## config.mk

```make
export PLATFORM = sky130hd
export DESIGN_NAME = fetch_queue
export DESIGN_NICKNAME = d
export VERILOG_FILES = /design/src/rtl/fetch_queue.sv
export SDC_FILE = /design/constraint.sdc
export NUM_CORES = 1
export LEC_CHECK = 0
export ABC_AREA = 1
export CAP_MARGIN = 20
export CORE_MARGIN = 2
export CORE_UTILIZATION = 40
export CTS_CLUSTER_SIZE = 40
export DETAILED_ROUTE_END_ITERATION = 8
export GPL_TIMING_DRIVEN = 0
export HOLD_SLACK_MARGIN = 0.08
export PLACE_DENSITY = 0.69
export SYNTH_ARGS = -nofsm -noshare
export SYNTH_HDL_FRONTEND = slang
export SYNTH_SLANG_ARGS = --single-unit
```

## constraint.sdc

```tcl
create_clock -name clk -period 2.95 [get_ports clk]
set_clock_uncertainty 0.2 [all_clocks]
set_input_delay 0.4425 -clock clk [delete_from_list [all_inputs] [get_ports clk]]
set_output_delay 0.4425 -clock clk [all_outputs]
set_load 0.05 [all_outputs]
```

## src/rtl/fetch_queue.sv

```systemverilog
// Instruction fetch queue: issues sequential instruction reads against a
// one-cycle-latency memory, buffers the returned words with their PCs in a
// small in-order FIFO, and presents the oldest entry to decode. A redirect
// (flush) empties the queue, drops the in-flight response and restarts the
// fetch stream at flush_target.
module fetch_queue #(
  parameter int DEPTH = 4
) (
  input  logic        clk,
  input  logic        reset,
  output logic        mem_req,
  output logic [15:0] mem_addr,
  input  logic [15:0] mem_data,
  input  logic        flush,
  input  logic [15:0] flush_target,
  input  logic        halt,
  input  logic        d_ready,
  output logic        d_valid,
  output logic [15:0] d_inst,
  output logic [15:0] d_pc,
  output logic [3:0]  occupancy
);

  localparam int         AW        = (DEPTH > 1) ? $clog2(DEPTH) : 1;
  localparam logic [4:0] DEPTH_W   = 5'(DEPTH);
  localparam logic [AW-1:0] PTR_ONE = AW'(1);

  logic [15:0]   pc_q, pc_d;
  logic [15:0]   req_pc_q, req_pc_d;     // PC of the request whose data arrives this cycle
  logic          inflight_q, inflight_d;
  logic [AW-1:0] head_q, head_d;
  logic [AW-1:0] tail_q, tail_d;
  logic [3:0]    count_q, count_d;

  logic [15:0]   inst_mem [DEPTH];
  logic [15:0]   pc_mem   [DEPTH];

  logic          push;
  logic          pop;
  logic [4:0]    credits_used;

  // Output decode and credit check. Reset and flush gate the handshake
  // signals directly so they take effect in the same cycle they are seen.
  assign mem_addr     = pc_q;
  assign occupancy    = reset ? 4'd0 : count_q;
  assign d_valid      = ~reset & ~flush & (count_q != 4'd0);
  assign d_inst       = inst_mem[head_q];
  assign d_pc         = pc_mem[head_q];
  assign pop          = d_valid & d_ready;
  assign push         = inflight_q & ~flush & ~reset;
  // A slot is reserved for the in-flight response; a pop this cycle frees one.
  assign credits_used = {1'b0, count_q} + {4'd0, inflight_q};
  assign mem_req      = ~reset & ~flush & ~halt &
                        (credits_used < (DEPTH_W + {4'd0, pop}));

  // Next-state logic: flush overrides push, pop and PC advance.
  always_comb begin
    pc_d       = pc_q;
    req_pc_d   = req_pc_q;
    inflight_d = inflight_q;
    head_d     = head_q;
    tail_d     = tail_q;
    count_d    = count_q;
    if (flush) begin
      pc_d       = flush_target;
      inflight_d = 1'b0;
      head_d     = '0;
      tail_d     = '0;
      count_d    = 4'd0;
    end else begin
      inflight_d = mem_req;
      if (mem_req) begin
        pc_d     = pc_q + 16'd1;
        req_pc_d = pc_q;
      end
      if (push) tail_d = tail_q + PTR_ONE;
      if (pop)  head_d = head_q + PTR_ONE;
      count_d = count_q + {3'd0, push} - {3'd0, pop};
    end
  end

  // Control state registers with synchronous reset.
  always_ff @(posedge clk) begin
    if (reset) begin
      pc_q       <= 16'd0;
      req_pc_q   <= 16'd0;
      inflight_q <= 1'b0;
      head_q     <= '0;
      tail_q     <= '0;
      count_q    <= 4'd0;
    end else begin
      pc_q       <= pc_d;
      req_pc_q   <= req_pc_d;
      inflight_q <= inflight_d;
      head_q     <= head_d;
      tail_q     <= tail_d;
      count_q    <= count_d;
    end
  end

  // Entry storage: capture the returning word and its PC at the tail.
  always_ff @(posedge clk) begin
    if (push) begin
      inst_mem[tail_q] <= mem_data;
      pc_mem[tail_q]   <= req_pc_q;
    end
  end

endmodule

```

* Word-level counts from Yosys, hierarchy flattened
Memory sizes are Yosys's and may differ from the RTL's. A register that Yosys moved wholly into a read port is not among the register bits.
Cells that the tools add are included.
** Storage, ports and cells
- Register bits after elaboration :: 41
- Input bits :: 37
- Memories :: 2
- RAM bits :: 128
- Word-level logic and storage cells :: 39
** Operators by class
- Order comparisons :: 1
- Add/sub/neg operators :: 7
- Multiplexer cells :: 9
- Bitwise operators :: 10
- Reductions and logical operators :: 4
** Memories
- inst_mem :: words 4, bits a word 16, rd ports 1, clocked after Yosys merged registers in 1, write ports 1, line 35 : logic [15:0] inst_mem [DEPTH];
- pc_mem :: words 4, bits a word 16, rd ports 1, clocked after Yosys merged registers in 1, write ports 1, line 36 : logic [15:0] pc_mem [DEPTH];
** Operators with widths (number)
- 16-bit 2-to-1 mux :: 2
- 16-bit by 1-bit adder with 16-bit output (second input constant) :: 1
- 2-bit 2-to-1 mux :: 4
- 1-bit AND :: 7
- 4-bit by 1-bit adder with 5-bit output :: 1
- 5-bit by 4-bit less-than comparator with 1-bit output :: 1
- 2-bit by 1-bit adder with 2-bit output (second input constant) :: 2
- 3-bit by 1-bit adder with 4-bit output (first input constant) :: 1
- 4-bit by 1-bit adder with 4-bit output :: 1
- 4-bit 2-to-1 mux :: 1
- 4-bit nonzero test :: 1
- 4-bit by 1-bit subtractor with 4-bit output :: 1
- 1-bit inverter :: 3
- 1-bit 2-to-1 mux :: 2
- 2-bit AND reduction :: 1
- 2-bit nonzero test :: 1
- 2-bit OR reduction :: 1

* Longest topological paths before layout
Gate-level depths: netlist of the first run.
- Depth in word-level cells :: 9
- Depth in mapped cells :: 13

* Worst setup path before layout of the first run
OpenSTA, ideal clock, no wires.
- Kind :: input -> register
- Start point :: in reset
- End point :: reg count_q[2]
- Path buffers :: 1
- Data arrival time :: 2.917 ns
- Data required time :: 2.636 ns
- Slack :: -0.281 ns
- Cell stages on the path :: 13
- Cell sequence :: buf_6 -> nor2_8 -> inv_2 -> a21oi_1 -> nand2_1 -> inv_1 -> ha_1 -> inv_1 -> ha_1 -> inv_1 -> fa_1 -> xor2_1 -> nor2_1
** On the way
- Word-level cells in the longest chain between the ends :: 5
- Elaborated cells on any way between the ends :: 8
- Classes of those cells :: 2 x add/sub; 5 x bitwise; 1 x reduce/logical
** RTL lines
- start: declaration :: line 10 : input logic reset,
- 1-bit inverter :: line 46 : assign d_valid = ~reset & ~flush & (count_q != 4'd0);
- 1-bit AND (2 in series) :: line 46
- via d_valid :: line 18 : output logic d_valid,
- 1-bit AND :: line 49 : assign pop = d_valid & d_ready;
- via pop :: line 39 : logic pop;
- 4-bit by 1-bit subtractor with 4-bit output :: line 78 : count_d = count_q + {3'd0, push} - {3'd0, pop};
- end signal: assignment :: line 97 : count_q <= count_d;
- end: declaration :: line 33 : logic [3:0] count_q, count_d;
The timed path passes the listed nets, and every way through them passes these cells.
A chain may end at the register's enable or synchronous reset.

==> summary.md, run 1 <==
| Metric | Value |
|---|---|
| Outcome | `finished, final reports clean` |
| GPL Wtd Cong | `0.828` |
| Synth warn | `0` |
| CP max FO | `10` |
| Endpoints failing setup | `0` |
| Mapped Nets | `719` |
| DIE HEIGHT | `137 um` |
| Hold Crit Class | `in2reg` |
| Die X-Extent | `between 100 and 150 um` |
| Routed Wire Length | `16200 um` |
| CP startpoint kind | `flip-flop` |
| Worst-skew pair later-pin latency | `approximately 0.43 ns` |
| Post-synth top area cell | `edfxtp_1` |
| Largest stage delay, worst path | `0.59 ns` |
| Total of max-cap violations | `0` |
| Final worst slack | `0.0442 ns` |
| RSZ-0062 raised after global routing | `false` |
| Buf+Inv Stages, Crit Path | `2` |
| Global-route wire length before repair | `roughly 25000 um` |
| Area contributors post-synth | `edfxtp_1 (54%), dfxtp_1 (12%), nor2_1 (5.7%)` |
| DP Wirelength | `10700 um` |
| Initial core utilization | `0.410` |
| Top Ports | `91` |
| Dpl cell area | `8400 um^2` |
| Share of layout cells above drive strength 1 | `0.136` |
| Critical Path AT | `2.26 ns` |
| Crit path depth | `4` |
| Synth Area per Inst | `10.7 um^2` |
| Layout area overhead | `26.2%` |
| Worst slack at placement | `-0.399 ns` |
| Worst endpoint required time | `2.31 ns` |
| # DRC | `0` |
| Number of global-route vias before repair | `4960` |
| Sw frac | `0.220` |
| Clk sinks | `171` |
| Worst R2R End | `count_q[2]` |
| Relative slew slack | `0.629` |
| CP cell instances | `clkbuf_1, o21ai_0, o22ai_1, dlygate4sd2_1` |
| Sequential share of power | `0.519` |
| Internal Pwr Total | `3.98 mW` |
| Final nets | `834` |
| Leakage power | `3.31 nW` |
| R2r startpoint | `count_q[2]` |
| First DRT Iteration DRCs | `395` |
| Global-route usage over all layers | `0.178` |
| Drt first pass iters | `4` |
| CP top delay family | `buffers and inverters` |
| Routed wire length per instance | `15.9 um` |
| Final ANT Viol Nets | `0` |
| Critical Path End Type | `primary output` |
| Slowest cell on crit path | `dlygate4sd2_1` |
| Sequential share of the synthesized area | `0.661` |
| Crit path to | `d_pc[2]` |
| Critical setup path kind | `reg2out` |
| Post-layout instance area | `approximately 9000 um^2` |
| TNS Setup | `0 ns` |
| Clock-pin slew on the worst setup and hold paths | `around 0.060 ns` |
| Seq cells post-synth | `around 170` |
| Core area | `17400 um^2` |
| Vias | `about 5200` |
| Post-synth top area share | `0.540` |
| Worst vdd ir | `456 uV` |
| IO buf count | `89` |
| CTS H-tree lvls | `4` |
| Clk network pwr share | `0.425` |
| Row cnt | `48` |
| GRT overflow | `0` |
| Clock Tree Buf Depth | `2` |
| Post-Syn Area | `7110 um^2` |
| DR vias/cell | `between 5 and 6` |
| Pwr/cell area | `between 500 and 600 nW/um^2` |
| Worst Tran Pin Value | `0.559 ns` |
| Post-layout total power | `between 5 and 6 mW` |
| CTS tree | `yes` |
| R2r setup slk | `approximately 0.45 ns` |
| Antenna violations before repair | `0` |
| Largest net degree at the start of global routing | `26` |
| Final hold vios | `0` |
| Final Max Slew Viols | `0` |
| Root Driver | `clkbuf_16` |
| Cells after Synth | `667` |
| Cells on worst reg2reg path | `12` |
| Minimum clock period | `2.91 ns` |
| Final period util | `0.985` |
| Fmax | `0.344 GHz` |
| # diodes | `0` |
| Net Sw Power | `1.12 mW` |
| Die area | `roughly 19000 um^2` |
| Inserted Clock Buffers | `17` |
| Comb pwr share | `0.056` |
| Synth cell types | `31` |
## stage by stage
stage,util,hold WS (ns),cells
3_3_place_gp,0.478,0.277,981
3_5_place_dp,0.484,0.289,985
5_1_grt,0.517,0.161,1020
2_1_floorplan,-,0.256,667
4_1_cts,0.518,0.136,1018
6_report,0.517,0.141,1020
## placed cells by master (no fill, tap or decap), drive strengths merged
cell,synthesis,routed
xnor2,1,1
nor2,110,110
inv,40,43
bufinv,0,2
edfxtp,128,128
nand3,38,38
nand3b,1,1
fa,1,1
o21a,1,1
clkinvlp,0,2
xor2,2,2
a21oi,33,33
ha,14,14
dlygate4sd2,0,5
nand2,97,97
buf,15,23
dfxtp,43,43
dlygate4sd3,0,1
o21ai,85,85
clkinv,1,7
a21o,1,1
clkdlybuf4s15,0,15
o22ai,32,32
or2,2,2
clkdlybuf4s50,0,56
clkbuf,17,47
nand4,5,5
## area by class of cell
| class | instances | area (um^2) |
|---|---|---|
| Buffer | 32 | 185 |
| Clock inverter | 13 | 143 |
| Clock buffer | 19 | 433 |
| Sequential cell | 171 | 4710 |
| Inverter | 41 | 155 |
| Timing Repair Buffer | 96 | 948 |
| Fill cell | 1563 | 8380 |
| Multi-Input combinational cell | 423 | 2130 |
| Tap cell | 225 | 282 |
## how the worst min path moves through the flow
| stage | start | end | slack (ns) | cells after the start |
|---|---|---|---|---|
| finish | reset | count_q[3] | 0.14 | 4 |
| global placement | head_q[1] | head_q[1] | 0.28 | 1 |
| CTS | reset | count_q[3] | 0.14 | 4 |
| detailed placement | head_q[1] | head_q[1] | 0.29 | 1 |
| floorplan | head_q[1] | flip-flop | 0.26 | 1 |
| global route | reset | count_q[3] | 0.16 | 4 |
## cells in the mapped netlist (all sizes together)
cell / n
a21oi: 33
o22ai: 32
inv: 40
nand4: 5
xor2: 2
nand3: 38
clkbuf: 17
buf: 15
or2: 2
nand3b: 1
xnor2: 1
a21o: 1
o21ai: 85
nor2: 110
dfxtp: 43
clkinv: 1
o21a: 1
edfxtp: 128
nand2: 97
ha: 14
fa: 1
## registers in the layout (all words and copies together), names as in the netlist, named ones only
name,count
head_q,2
req_pc_q,16
inst_mem,64
mem_addr,16
tail_q,2
count_q,4
inflight_q,1
pc_mem,64
## layer usage
| metal | global-route usage | vias up | part of all wire | routed length, um |
|---|---|---|---|---|
| li1 | - | 2561 | - | - |
| met3 | 0.0449 | 17 | 0.074 | 1190 |
| met2 | 0.289 | 222 | 0.46 | 7500 |
| met5 | 0 | - | 0 | 0 |
| met1 | 0.237 | 2386 | 0.45 | 7300 |
| met4 | 0.0510 | 0 | 0.013 | 206 |
## tightest hold or removal path, delay by kind of cell
kind | cells | cell delay (ns)
compound gates | 2 | 0.10
simple gates | 1 | 0.06
buf+inv | 1 | 0.11
## logic make-up (layout without fill, tap and decap cells)
| kind of cell | after synthesis | count (layout) | share of synthesized area |
|---|---|---|---|
| and+or+nand+nor | 253 | 253 | 0.148 |
| DFF | 171 | 171 | 0.661 |
| AOI/OAI and AO/OA | 152 | 152 | 0.115 |
| buffers and inverters | 73 | 201 | 0.0445 |
| adders and majority gates | 15 | 15 | 0.0274 |
| xor gates and xnor gates | 3 | 3 | 0.00369 |
## what timing repair did
action	CTS	global route
resized for setup	81	38
hold buffers	1	0
setup buffers	0	2
endpoints found under the hold margin	7	0
pin swaps	0	1
setup endpoints to repair	33	31
## power by group through the flow
stage	clock (mW)	sequential (mW)	combinational (mW)
CTS	2.17	2.65	0.284
global route	2.29	2.65	0.309
detailed placement	0	2.70	0.283
floorplan	0	2.73	0.120
finish	2.17	2.65	0.285
global placement	0	2.70	0.278
Power figures use the tool's default switching activity.
==> run 2: changes to the inputs <==
- DONT_BUFFER_PORTS: default -> 1
- PLACE_DENSITY: 0.69 -> 0.62
==> run 2 against run 1 <==
Clock-buffer cell count shrank 1. Hold slack worse by 0.040 ns. Power increased by 2.2%. Critical path type unchanged. Flip-flop and latch count unchanged.
==> summary.md, run 2 (same netlist as run 1, synthesis figures left out) <==
| Metric | Value |
|---|---|
| GPL Wtd Cong | `0.845 (was 0.828)` |
| Antenna violations before repair | `0 (unchanged)` |
| Placed Cells | `901 (was 985)` |
| Final period util | `0.975 (was 0.985)` |
| Critical Path AT | `2.23 ns (was 2.26 ns)` |
| Total of max-cap violations | `0 (unchanged)` |
| Relative slew slack | `0.403 (was 0.629)` |
| Final hold vios | `0 (unchanged)` |
| Hold Crit Class | `in2reg (unchanged)` |
| Minimum clock period | `2.88 ns (was 2.91 ns)` |
| Non-filler cells, final | `970 (was 1020)` |
| Global-route usage over all layers | `0.186 (was 0.178)` |
| Largest net degree at the start of global routing | `26 (unchanged)` |
| DIE HEIGHT | `137 um (unchanged)` |
| Fmax | `0.348 GHz (was 0.344 GHz)` |
| Biggest regs | `inst_mem: 64 flops, pc_mem: 64 flops (unchanged)` |
| CP max FO | `10 (unchanged)` |
| Routed wire length per instance | `17.3 um (was 15.9 um)` |
| Clk sinks | `171 (unchanged)` |
| # DRC | `0 (unchanged)` |
| CP startpoint kind | `flip-flop (unchanged)` |
| Row cnt | `48 (unchanged)` |
| Worst endpoint required time | `2.31 ns (about the same)` |
| Die area | `18900 um^2 (unchanged)` |
| Most common cell after layout, fill and taps aside | `edfxtp_1 (unchanged)` |
| Final Max Slew Viols | `0 (unchanged)` |
| Root Driver | `clkbuf_16 (unchanged)` |
| Share of layout cells above drive strength 1 | `0.142 (was 0.136)` |
| Post-layout total power | `5.22 mW (was 5.10 mW)` |
| Final nets | `784 (was 834)` |
| CTS tree | `yes (unchanged)` |
| Core area | `17400 um^2 (unchanged)` |
| Routed Wire Length | `16800 um (was 16200 um)` |
| Worst vdd ir | `437 uV (was 456 uV)` |
| Critical Path End Type | `primary output (unchanged)` |
| Layout area overhead | `25.3% (was 26.2%)` |
| First DRT Iteration DRCs | `345 (was 395)` |
| Clock Tree Buf Depth | `2 (unchanged)` |
| Initial core utilization | `0.410 (unchanged)` |
| Pwr/cell area | `585 nW/um^2 (was 568 nW/um^2)` |
| Dpl cell area | `7560 um^2 (was 8400 um^2)` |
| Clock-pin slew on the worst setup and hold paths | `0.06 ns (about the same)` |
| Worst-skew pair later-pin latency | `0.42 ns (was 0.43 ns)` |
| DP Wirelength | `11000 um (was 10700 um)` |
| Inserted Clock Buffers | `17 (unchanged)` |
| RSZ-0062 raised after global routing | `true (was false)` |
| Die X-Extent | `137 um (unchanged)` |
| GRT overflow | `0 (unchanged)` |
| Outcome | `finished, final reports clean (unchanged)` |
| IO buf count | `0 (was 89)` |
| Most frequent cells in the layout | `edfxtp_1 (128), nor2_1 (104), nand2_1 (92) (was edfxtp_1 (128), nor2_1 (104), nand2_1 (93))` |
| Post-layout instance area | `8910 um^2 (was 8980 um^2)` |
| Critical setup path kind | `reg2out (unchanged)` |
| Worst hold slack | `0.101 ns (was 0.141 ns)` |
| Top Ports | `91 (unchanged)` |
| Number of global-route vias before repair | `5069 (was 4960)` |
| Worst Tran Pin Value | `0.892 ns (was 0.559 ns)` |
| Endpoints failing setup | `0 (unchanged)` |
| Global-route wire length before repair | `26200 um (was 25500 um)` |
| Vias | `5058 (was 5186)` |
| DR vias/cell | `5.21 (was 5.08)` |
| Leakage power | `3.19 nW (was 3.31 nW)` |
| CTS H-tree lvls | `4 (unchanged)` |
| Drt first pass iters | `5 (was 4)` |
| # diodes | `0 (unchanged)` |
| Final ANT Viol Nets | `0 (unchanged)` |
## run 2: cell count changes in the layout (fill, tap and decap cells not counted), moves of 4 or more
| cell | before | now |
|---|---|---|
| clkdlybuf4s15_2 | 14 | 0 |
| o22ai_1 | 32 | 5 |
| clkbuf_2 | 22 | 5 |
| o22ai_2 | 0 | 4 |
| clkdlybuf4s50_1 | 56 | 0 |
| dlygate4sd3_1 | 1 | 33 |
| o21ai_0 | 75 | 69 |
| dlygate4sd2_1 | 5 | 0 |
| o22ai_4 | 0 | 23 |
| clkbuf_1 | 8 | 14 |
| o21ai_1 | 10 | 16 |
| buf_4 | 3 | 9 |
## run 2: through the flow
| stage | utilization | TNS [ns] | setup slack, ns |
|---|---|---|---|
| final | 0.514 | 0 | 0.0746 |
| after global routing | 0.514 | -0.00292 | -0.00292 |
| after CTS | 0.503 | 0 | 0.00203 |
| after detailed placement | 0.436 | -0.258 | -0.160 |
| after global placement | 0.426 | -128.62 | -1.01 |
| after floorplan | - | 0 | 0.0970 |
## run 2: routing by layer
| layer | track usage | wire length [um] | up-vias |
|---|---|---|---|
| met3 | 0.0541 | 1420 | 12 |
| met4 | 0.0584 | 122 | 0 |
| li1 | - | - | 2468 |
| met2 | 0.318 | 8400 | 191 |
| met1 | 0.227 | 6860 | 2387 |
| met5 | 0 | 0 | - |
## run 2: worst paths after layout
path	startpoint	end	slack, ns	cells past startpoint
max	flip-flop	d_inst[3]	0.07	5
min	flush_target[3]	mem_addr[3]	0.10	4
min reg2reg	head_q[0]	head_q[0]	0.30	2
max reg2reg	count_q[2]	count_q[2]	0.19	12
## run 2: layout make-up
| type | count | area, um^2 |
|---|---|---|
| Fill cell | 1522 | 8440 |
| Tap cell | 225 | 282 |
| Timing Repair Buffer | 46 | 498 |
| Clock buffer | 18 | 429 |
| Multi-Input combinational cell | 423 | 2480 |
| Inverter | 41 | 154 |
| Sequential cell | 171 | 4700 |
| Clock inverter | 14 | 194 |
| Buffer | 32 | 176 |
## run 2: power breakdown
part,switching [mW],internal [mW]
Clock,0.895,1.42
Sequential,0.0838,2.61
Combinational,0.121,0.0857
## run 2: timing repair
action	4_1_cts	5_1_grt
pin swaps	0	2
endpoints found under the hold margin	90	0
endpoints found under the setup margin	30	34
gates cloned	0	0
buffers inserted	0	3
resized for setup	36	34
hold buffers	34	0
## run 2: critical path, stage by stage, from the launching register on
cell and delay [ns]:
dfxtp_1 0.36, buf_2 0.24, clkinv_1 0.30, clkbuf_2 0.31, o21ai_0 0.37, o22ai_4 0.23
==> run 3: changes to the inputs <==
- CORE_UTILIZATION: 40 -> 48
- PLACE_DENSITY: 0.62 -> 0.71
==> run 3 against run 2 <==
Final area is 1.6% lower. Largest power group unchanged. Critical path type unchanged. Combinational power about the same. Clock power decreased by 7%. Via count grew 1.8%.
==> summary.md, run 3 (same netlist as run 1, synthesis figures left out) <==
| Metric | Value |
|---|---|
| Fmax | `0.350 GHz (was 0.348 GHz)` |
| Final hold vios | `0 (unchanged)` |
| Die X-Extent | `126 um (was 137 um)` |
| Share of layout cells above drive strength 1 | `0.132 (was 0.142)` |
| Clk network pwr share | `0.427 (was 0.444)` |
| Worst vdd ir | `486 uV (was 437 uV)` |
| Internal Pwr Total | `3.93 mW (was 4.12 mW)` |
| Final nets | `779 (was 784)` |
| Antenna violations before repair | `0 (unchanged)` |
| Largest net degree at the start of global routing | `28 (was 26)` |
| Pwr/cell area | `576 nW/um^2 (was 585 nW/um^2)` |
| # diodes | `0 (unchanged)` |
| Met1 usage | `0.265 (was 0.227)` |
| Drt first pass iters | `5 (unchanged)` |
| DIE HEIGHT | `126 um (was 137 um)` |
| Number of global-route vias before repair | `5205 (was 5069)` |
| Net Sw Power | `1.12 mW (was 1.10 mW)` |
| Post-layout total power | `5.06 mW (was 5.22 mW)` |
| Clock Tree Buf Depth | `2 (unchanged)` |
| Critical setup path kind | `reg2out (unchanged)` |
| CP max FO | `10 (unchanged)` |
| Core area | `14500 um^2 (was 17400 um^2)` |
| GRT overflow | `0 (unchanged)` |
| Global-route usage over all layers | `0.214 (was 0.186)` |
| Comb pwr share | `0.041 (was 0.040)` |
| Sequential share of power | `0.533 (was 0.516)` |
| RSZ-0062 raised after global routing | `true (unchanged)` |
| Final period util | `0.969 (was 0.975)` |
| Clock-pin slew on the worst setup and hold paths | `0.06 ns (about the same)` |
| Minimum clock period | `2.86 ns (was 2.88 ns)` |
| Hold Crit Class | `in2reg (unchanged)` |
| Worst Tran Pin Value | `0.914 ns (was 0.892 ns)` |
| Row cnt | `44 (was 48)` |
| Layout area overhead | `23.3% (was 25.3%)` |
| Area used by multi-input combinational logic | `2500 um^2 (was 2480 um^2)` |
| Most frequent cells in the layout | `edfxtp_1 (128), nor2_1 (104), nand2_1 (92) (unchanged)` |
| Final Max Slew Viols | `0 (unchanged)` |
| Leakage power | `3.13 nW (was 3.19 nW)` |
| Relative slew slack | `0.389 (was 0.403)` |
| Initial core utilization | `0.491 (was 0.410)` |
| DR vias/cell | `5.57 (was 5.21)` |
| Clk sinks | `171 (unchanged)` |
| First DRT Iteration DRCs | `418 (was 345)` |
| Final ANT Viol Nets | `0 (unchanged)` |
| DP Wirelength | `11000 um (about the same)` |
| Most crowded layer after global routing | `met2 (unchanged)` |
| Vias | `5149 (was 5058)` |
| IO buf count | `0 (unchanged)` |
| Dpl cell area | `7490 um^2 (was 7560 um^2)` |
| Root Driver | `clkbuf_16 (unchanged)` |
| GPL Wtd Cong | `0.836 (was 0.845)` |
| Biggest regs | `inst_mem: 64 flops, pc_mem: 64 flops (unchanged)` |
| Sw frac | `0.222 (was 0.211)` |
| Outcome | `finished, final reports clean (unchanged)` |
| Met3 GRT Util | `0.0603 (was 0.0541)` |
| Worst-skew pair later-pin latency | `0.43 ns (was 0.42 ns)` |
| Worst endpoint required time | `2.31 ns (about the same)` |
| CTS tree | `yes (unchanged)` |
| CTS H-tree lvls | `4 (unchanged)` |
| Most common cell after layout, fill and taps aside | `edfxtp_1 (unchanged)` |
| Global-route wire length before repair | `26400 um (was 26200 um)` |
| Top Ports | `91 (unchanged)` |
| Endpoints failing setup | `0 (unchanged)` |
| # DRC | `0 (unchanged)` |
| Met2 Use GR | `0.373 (was 0.318)` |
| Post-layout instance area | `8770 um^2 (was 8910 um^2)` |
| Post-CTS setup buffers | `0 (unchanged)` |
| Routed Wire Length | `16800 um (about the same)` |
| Critical Path End Type | `primary output (unchanged)` |
| Die area | `15800 um^2 (was 18900 um^2)` |
| Filler instances | `1139 (was 1522)` |
| Critical Path AT | `2.21 ns (was 2.23 ns)` |
| Inserted Clock Buffers | `17 (unchanged)` |
| Total of max-cap violations | `0 (unchanged)` |
| Routed wire length per instance | `18.2 um (was 17.3 um)` |
| Area occupied by registers | `4700 um^2 (unchanged)` |
| CP startpoint kind | `flip-flop (unchanged)` |
==> run 3: changes by cell type in the layout (fill, tap and decap cells not counted), sizes merged, moves of 2 or more <==
cell	delta
clkinvlp	-3
clkinv	+4
inv	+2
buf	-5
bufinv	-2
==> run 3: layout make-up <==
class	instances	area share
Timing Repair Buffer	41	0.0513
Clock inverter	15	0.0163
Sequential cell	171	0.536
Clock buffer	17	0.0485
Multi-Input combinational cell	423	0.285
Inverter	41	0.0175
Buffer	32	0.0193
Tap cell	184	0.0262
==> run 3: worst max-delay path: stages (launching register included) <==
cell and delay (ns):
dfxtp_1 0.35, buf_2 0.22, clkinv_1 0.27, clkbuf_1 0.32
o21ai_0 0.39, o22ai_4 0.23
==> run 3: per-layer routing <==
layer	part of all wire	vias up
met5	0	-
met4	0.0071	0
met3	0.063	13
met2	0.51	179
met1	0.42	2497
li1	-	2460
==> run 3: final timing paths <==
path	start	end	slack, ns	cells after the start
worst max-delay path	flip-flop	d_inst[7]	0.09	5
worst min-delay path	halt	inflight_q	0.12	5
worst max register to register	count_q[2]	count_q[2]	0.15	12
worst min register to register	head_q[1]	head_q[1]	0.29	1
==> run 3: what timing repair did <==
item,in CTS,in global routing
gates resized for setup,32,44
hold buffers,34,0
pin swaps,0,1
endpoints found under the setup margin,32,27
hold endpoints to repair,90,0
==> run 3: metrics by stage <==
| stage | instances | TNS, ns | worst slack, ns | utilization | hold slack [ns] |
|---|---|---|---|---|---|
| floorplan | 667 | 0 | 0.0970 | - | 0.256 |
| global route | 924 | -0.171 | -0.0509 | 0.606 | 0.141 |
| finish | 924 | 0 | 0.0926 | 0.606 | 0.125 |
| detailed placement | 858 | -0.197 | -0.129 | 0.517 | 0.280 |
| global placement | 851 | -123.53 | -0.992 | 0.507 | 0.273 |
| CTS | 924 | 0 | 0.0149 | 0.593 | 0.113 |
==> run 3: power by group through the flow <==
| stage | combinational [mW] | sequential, mW | clock, mW |
|---|---|---|---|
| floorplan | 0.120 | 2.73 | 0 |
| global placement | 0.144 | 2.74 | 0 |
| detailed placement | 0.151 | 2.75 | 0 |
| CTS | 0.201 | 2.69 | 2.18 |
| global route | 0.227 | 2.70 | 2.28 |
| finish | 0.205 | 2.69 | 2.16 |
